===== config.mk =====
export PLATFORM = sky130hd
export DESIGN_NAME = ccff_chain_mem
export DESIGN_NICKNAME = d
export VERILOG_FILES = /design/src/rtl/ccff_chain_mem.sv
export SDC_FILE = /design/constraint.sdc
export NUM_CORES = 1
export LEC_CHECK = 0
export BUFFER_PORTS_ARGS = -buffer_cell sky130_fd_sc_hd__buf_2
export CORE_ASPECT_RATIO = 1.75
export CORE_MARGIN = 10
export CORE_UTILIZATION = 50
export DETAILED_ROUTE_END_ITERATION = 16
export GPL_TIMING_DRIVEN = 0
export MAX_ROUTING_LAYER = met4
export PLACE_DENSITY_LB_ADDON = 0.12
export SLEW_MARGIN = 5
export SYNTH_ARGS = -nofsm -noshare
export SYNTH_HDL_FRONTEND = slang
export SYNTH_SLANG_ARGS = --single-unit

===== constraint.sdc =====
create_clock -name prog_clk -period 2.13 [get_ports prog_clk]
set_input_delay 0.426 -clock prog_clk [delete_from_list [all_inputs] [get_ports prog_clk]]
set_output_delay 0.426 -clock prog_clk [all_outputs]
set_load 0.02 [all_outputs]

===== src/rtl/ccff_chain_mem.sv =====
// Configuration chain memory: serial shift register feeding a commit-validated shadow register.
// Define CCFF_CHAIN_PARITY_EN to enable the even-parity check on commit.
module ccff_chain_mem #(
  parameter int                  NUM_BITS  = 16,
  parameter logic [NUM_BITS-1:0] RESET_VAL = '0,
  localparam int                 CNT_W     = $clog2(NUM_BITS + 1)
) (
  input  logic                prog_clk,
  input  logic                prog_reset,
  input  logic                ccff_head,
  input  logic                shift_en,
  input  logic                commit,
  input  logic                ccff_parity,
  output logic                ccff_tail,
  output logic [NUM_BITS-1:0] mem_out,
  output logic [CNT_W-1:0]    shift_cnt,
  output logic                chain_full,
  output logic                overflow,
  output logic                commit_done,
  output logic                parity_err
);

  localparam logic [CNT_W-1:0] FULL_CNT = CNT_W'(NUM_BITS);

  logic [NUM_BITS-1:0] shift_q, shift_d;
  logic [NUM_BITS-1:0] mem_q, mem_d;
  logic [CNT_W-1:0]    cnt_q, cnt_d;
  logic                overflow_q, overflow_d;
  logic                commit_done_q, commit_done_d;
  logic                parity_err_d;
  logic                parity_ok;
  logic                full;

  assign full = (cnt_q == FULL_CNT);

`ifdef CCFF_CHAIN_PARITY_EN
  logic parity_err_q;

  assign parity_ok  = ((^shift_q) == ccff_parity);
  assign parity_err = parity_err_q;
`else
  logic unused_parity;

  assign parity_ok     = 1'b1;
  assign unused_parity = ccff_parity ^ parity_err_d;
  assign parity_err    = 1'b0;
`endif

  // Shifting has priority; a commit only acts on a cycle with no shift.
  always_comb begin
    shift_d       = shift_q;
    mem_d         = mem_q;
    cnt_d         = cnt_q;
    overflow_d    = overflow_q;
    commit_done_d = 1'b0;
    parity_err_d  = 1'b0;
    if (shift_en) begin
      shift_d[0] = ccff_head;
      for (int i = 1; i < NUM_BITS; i++) begin
        shift_d[i] = shift_q[i-1];
      end
      if (full) begin
        overflow_d = 1'b1;
      end else begin
        cnt_d = cnt_q + 1'b1;
      end
    end else if (commit) begin
      cnt_d      = '0;
      overflow_d = 1'b0;
      if (full && !overflow_q) begin
        if (parity_ok) begin
          mem_d         = shift_q;
          commit_done_d = 1'b1;
        end else begin
          parity_err_d = 1'b1;
        end
      end
    end
  end

  always_ff @(posedge prog_clk) begin
    if (prog_reset) begin
      shift_q       <= RESET_VAL;
      mem_q         <= RESET_VAL;
      cnt_q         <= '0;
      overflow_q    <= 1'b0;
      commit_done_q <= 1'b0;
    end else begin
      shift_q       <= shift_d;
      mem_q         <= mem_d;
      cnt_q         <= cnt_d;
      overflow_q    <= overflow_d;
      commit_done_q <= commit_done_d;
    end
  end

`ifdef CCFF_CHAIN_PARITY_EN
  always_ff @(posedge prog_clk) begin
    if (prog_reset) begin
      parity_err_q <= 1'b0;
    end else begin
      parity_err_q <= parity_err_d;
    end
  end
`endif

  assign ccff_tail   = shift_q[NUM_BITS-1];
  assign mem_out     = mem_q;
  assign shift_cnt   = cnt_q;
  assign chain_full  = full;
  assign overflow    = overflow_q;
  assign commit_done = commit_done_q;

endmodule


==> results.tsv, run 1 <==
metric	value	unit
run status	finished, final reports clean	
ANT cells	0	
setup TNS	0	ns
Max clock buf depth	2	
Yosys top cell area share	46.53	%
Routed Antenna Nets	0	
slowest library cell on the worst path	nor4_4	
top cells by count, synth	39 x dfxtp_1, 32 x mux2i_1, 27 x nand2b_1, 17 x nor2_1	
Setup Skew	0.008523	ns
Routed Wire Length	3.558	mm
WP data arrival	2.24	ns
total grt overflow	0	
Synth Instances	166	
Post-Syn Area per Cell	10.11	sq um
Comb power frac	6.8	%
H-Tree Depth	2	
DRC violations left	0	
area leader, netlist	dfxtp_1	
Mapped Nets	174	
Critical Path RT	2.35	ns
sw frac	21.10	%
Slew Limit Fails	0	
initial antenna violation count	0	
fillers	301	
final hold violation count	0	
Hold WC Path Type	primary input to register	
Top Ports	32	
CTS Buf Count	5	
post-cts resize count	0	
# Max-Cap Violations	0	
gr usage total	12.28	%
CP peak stage delay	0.60	ns
DRT Pass-1 Iters	4	
Worst R2R Setup Slack	0.11	ns
area grow syn2layout	19.46	%
CTS Sinks	39	
Yosys warning count	0	
Die Height	96.63	um
post-synthesis sequential area ratio	46.53	%
Max VDD drop	0.6761	mV
# rows	27	
count leader, synth	dfxtp_1	
crit path buf inv count	2	
initial cell density of the core	52.84	%
Synth cell types	25	
min cycle time layout	2.019	ns
quantity of I/O buffers inserted on ports	28	
WL/cell	14.52	um
clock power share	46.0	%
via density per instance	5.065	
CP delay by family, top	simple AND/OR/NAND/NOR gates	
clock root buffer	clkbuf_8	
fraction of layout cells with a size suffix above 1	21.29	%
register bit total from synthesis	39	
Async SR Flop Fraction	0	%
ranking of synthesized cells by area	dfxtp_1 47%, mux2i_1 19%, nand2b_1 10%	
pin count of the biggest net entering global routing	13	
Fmax achieved	0.4953	GHz
Die W	63.79	um
first-pass GRT wire length	6.141	mm
Rel. slew slack	49.50	%
Most used DFF post-synth	dfxtp_1	
RSZ-0062 raised after global routing	false	
critical path type	register to register	
Min Hold Slack	0.3832	ns
DP HPWL	2.680	mm
Cell Chain, Critical Path	inv_1 -> ha_1 -> nand4bb_4 -> nor4_4 -> buf_6 -> mux2i_1	
setup bufs post-CTS	0	
Setup violations, final	0	
number of global-route vias before repair	1331	
core area	0.003176	sq mm
number of flops mapped to enable cells by yosys	0	
clk_lat worst skew	0.29	ns
Clock Pin Slew Worst Setup and Hold Paths	0.08	ns
worst-margin pin slew	0.7518	ns
crit start category	register	
Post-Syn Area	0.001678	sq mm
Leakage	0.8248	nW
worst-path fanout max	10	
Power Density	790.6	mW/mm^2
die area	0.006164	sq mm
Routability Congestion	0.7649	
CTS tree	yes	
hold buffer count at CTS	0	
via count	1241	
Sequential Power Share	47.2	%
Nets	209	
DR iter-0 viols	28	
Tcrit/Tclk final	94.78	%
Net Sw Power	0.0003344	W
CP Capture Type	register	
Internal	0.001250	W
-- metal layers --
layer	share of wire [%]	global-route usage (%)
met3	4.2	3.802
met2	51	20.12
met4	2.7	7.059
met1	42	12.42
met5	0	-
-- worst paths after layout --
check                                               end  depth (start not counted)                 startpoint
worst max-delay path            mem_out[1]$_SDFFE_PP0P_                          6  shift_cnt[0]$_SDFFE_PP0P_
worst min-delay path            shift_q[0]$_SDFFE_PP0P_                          3                  ccff_head
worst max register to register  mem_out[1]$_SDFFE_PP0P_                          6  shift_cnt[0]$_SDFFE_PP0P_
worst min register to register  mem_out[2]$_SDFFE_PP0P_                          2    mem_out[2]$_SDFFE_PP0P_
-- power by group through the flow --
stage          Sequential [W]  Clock [W]  Combinational, W
6_report             0.000747   0.000729          0.000108
5_1_grt              0.000749   0.000775          0.000117
4_1_cts              0.000748   0.000742          0.000109
3_5_place_dp         0.000765          0          0.000109
3_3_place_gp         0.000764          0          0.000104
2_1_floorplan        0.000770          0         0.0000720
-- worst reg2reg max path, delay by kind of cell (launching register included) --
kind | cells | cell delay (ns)
DFF | 1 | 0.36
buffers and inverters | 2 | 0.39
and+or+nand+nor | 2 | 0.80
adders and majority gates | 1 | 0.21
muxes | 1 | 0.19
-- layout make-up --
class                   instances  area [sq um]  area share [%]
plain buffers                  11         62.56           3.121
clock buffers                   6         72.57           3.620
clock inverters                 2         60.06           2.996
inverters                       4         15.01          0.7491
multi-input cells             112         819.5           40.89
flip-flops and latches         39         780.7           38.95
well taps                      43         53.80           2.684
repair buffers                 28         140.1           6.991
-- logic make-up (layout without fill, tap and decap cells) --
logic type	count (synthesis)	in the layout	synth area share, %
AO/OA/AOI/OAI	12	12	4.474
multiplexers	32	32	19.09
buffers and inverters	15	51	4.623
AND/OR/NAND/NOR	65	65	23.57
other	1	1	0.2235
flip-flops	39	39	46.53
adder cells (fa/ha/maj)	2	2	1.491
-- layout by cell type (no fill, tap or decap) --
master     instances
or2b_1             5
o21ai_0            2
a21oi_1            4
o21a_1             2
buf_4              3
dfxtp_1           39
nand3_1            4
nand2_1            5
o311ai_0           1
nor4_4             1
nor2b_1            2
nand2b_1          27
buf_2             30
mux2i_1           32
inv_1              4
or4_1              1
ha_1               2
clkbuf_8           5
clkbuf_1           6
nand4b_1           2
a31oi_1            1
buf_6              1
bufinv_16          2
conb_1             1
a211oi_1           2
nor2_1            17
nand4bb_4          1
-- sequential cells by signal (all words and copies together) (netlist names) --
register     count
commit_done      1
shift_cnt        5
overflow         1
mem_out         16
shift_q         16
-- through the flow --
stage / instance area (sq um) / utilization, % / power (W) / cells / setup WS [ns]
after floorplan: 1678 / - / 0.0008423 / 166 / 0.3912
after global placement: 1872 / 58.94 / 0.0008685 / 237 / 0.1801
after detailed placement: 1872 / 58.94 / 0.0008737 / 237 / 0.1103
after CTS: 2004 / 63.12 / 0.001599 / 245 / 0.08157
after global routing: 2004 / 63.12 / 0.001640 / 245 / 0.009659
final: 2004 / 63.12 / 0.001585 / 245 / 0.1111
(Power assumes the default switching activity.)
==> inputs of run 2 (changes only) <==
- CORE_UTILIZATION: 50 -> 54
- MAX_ROUTING_LAYER: met4 -> not set
==> run 2 against run 1 <==
Clock power down 16%. Core utilization increased by 4.6 points. Clock-buffer cell count down 1. Global-route usage grew 0.84 points. Via count is 1.1% higher. Critical path type is now register to primary output. Largest cell class unchanged.
==> results.tsv, run 2 (synthesized netlist as in run 1, its figures left out) <==
metric	value	unit
run status	finished, final reports clean	
Max clock buf depth	2	
Routed Antenna Nets	0	
hold buffer count at CTS	0	
worst-path fanout max	6	
ANT cells	0	
total grt overflow	0	
via density per instance	5.081	
WP data arrival	1.46	ns
Clock Pin Slew Worst Setup and Hold Paths	0.07	ns
fraction of layout cells with a size suffix above 1	22.93	%
crit start category	register	
CTS Buf Count	5	
Critical Path RT	1.70	ns
min cycle time layout	1.891	ns
Hold WC Path Type	primary input to register	
Die Height	93.74	um
Fmax achieved	0.5288	GHz
DP HPWL	2.636	mm
pin count of the biggest net entering global routing	14	
fillers	238	
first-pass GRT wire length	6.265	mm
RSZ-0062 raised after global routing	false	
Core Util, Final	67.75	%
Routed Wire Length	3.568	mm
worst reg2reg path startpoint	shift_cnt[0]$_SDFFE_PP0P_	
number of global-route vias before repair	1284	
DRC violations left	0	
clk_lat worst skew	0.29	ns
H-Tree Depth	2	
DRT Pass-1 Iters	4	
clock root buffer	clkbuf_8	
most common cell after layout, fill and taps aside	dfxtp_1	
Worst R2R Setup Slack	0.36	ns
Leakage	0.8335	nW
Max VDD drop	0.7859	mV
WHS Endpoint	shift_q[0]$_SDFFE_PP0P_	
Worst Reg-to-Reg Cells	6	
Setup Skew	0.005986	ns
# Max-Cap Violations	0	
quantity of I/O buffers inserted on ports	28	
die area	0.005825	sq mm
initial antenna violation count	0	
Hold Path Origin	ccff_head	
Routability Congestion	0.7864	
DR iter-0 viols	28	
initial cell density of the core	56.68	%
Hold Path Cell Cnt	3	
via count	1255	
Slew Limit Fails	0	
Die W	62.14	um
Setup violations, final	0	
final hold violation count	0	
CTS Sinks	39	
WL/cell	14.45	um
# rows	26	
core area	0.002960	sq mm
CP Capture Type	primary output	
CTS tree	yes	
gr usage total	13.12	%
Tcrit/Tclk final	88.78	%
Power Density	734.0	mW/mm^2
setup TNS	0	ns
Top Ports	32	
most frequent cells in the layout	39 x dfxtp_1, 32 x mux2i_1, 30 x buf_2	
area grow syn2layout	19.54	%
Nets	212	
critical path type	register to primary output	
end of the worst register-to-register path	mem_out[12]$_SDFFE_PP0P_	
-- run 2: cell count changes in the layout (fill, tap and decap cells not counted) --
cell	delta
clkbuf_1	-1
clkinv_4	+1
clkinv_2	+1
bufinv_16	-1
buf_4	+3
-- run 2: repair_timing --
item | CTS | global route
buffers inserted | 0 | 3
setup endpoints to repair | 0 | 10
resized for setup | 0 | 0
-- run 2: cell type report --
type	instances	area [sq um]	area share (%)
Multi-Input combinational cell	112	819.5	40.86
Inverter	4	15.01	0.7486
Timing Repair Buffer	31	162.7	8.110
Clock buffer	5	68.82	3.431
Buffer	11	62.56	3.119
Clock inverter	3	43.79	2.183
Sequential cell	39	780.7	38.93
Tap cell	42	52.55	2.620
-- run 2: where the power goes --
group | switching (W) | internal [W] | total, W
Clock | 0.000268 | 0.000349 | 0.000616
Combinational | 0.0000626 | 0.0000460 | 0.000109
Sequential | 0.0000102 | 0.000737 | 0.000747
-- run 2: worst max path at each step --
stage                                          from                  endpoint  slack, ns  depth (start not counted)
after floorplan           shift_cnt[0]$_SDFFE_PP0P_   mem_out[0]$_SDFFE_PP0P_       0.39                          6
after global placement    shift_cnt[0]$_SDFFE_PP0P_   mem_out[9]$_SDFFE_PP0P_       0.18                          6
after detailed placement  shift_cnt[0]$_SDFFE_PP0P_  mem_out[12]$_SDFFE_PP0P_       0.09                          6
after CTS                 shift_cnt[0]$_SDFFE_PP0P_  mem_out[12]$_SDFFE_PP0P_       0.07                          6
after global routing      shift_cnt[0]$_SDFFE_PP0P_                chain_full       0.12                          5
final                     shift_cnt[0]$_SDFFE_PP0P_                chain_full       0.24                          5
-- run 2: layer usage --
metal | GRT usage (%) | up-vias | wire length (um)
li1 | - | 622 | -
met1 | 13.31 | 591 | 1387
met2 | 23.02 | 36 | 1880
met3 | 5.496 | 6 | 258
met4 | 5.556 | 0 | 42
met5 | 0 | - | 0
-- run 2: critical path, cell delays in order, from the launching register on --
cell and delay (ns):
dfxtp_1 0.35, inv_1 0.11, ha_1 0.21, nand4bb_4 0.18, inv_1 0.14, buf_2 0.18
-- run 2: metrics by stage --
step / hold slack, ns / setup slack, ns / power [W] / cells / area, sq um
after floorplan: 0.4633 / 0.3912 / 0.0008423 / 166 / 1678
after global placement: 0.4566 / 0.1753 / 0.0008680 / 236 / 1871
after detailed placement: 0.4602 / 0.08907 / 0.0008717 / 236 / 1871
after CTS: 0.3858 / 0.06899 / 0.001481 / 244 / 1983
after global routing: 0.3879 / 0.1181 / 0.001522 / 247 / 2006
final: 0.3836 / 0.2390 / 0.001472 / 247 / 2006
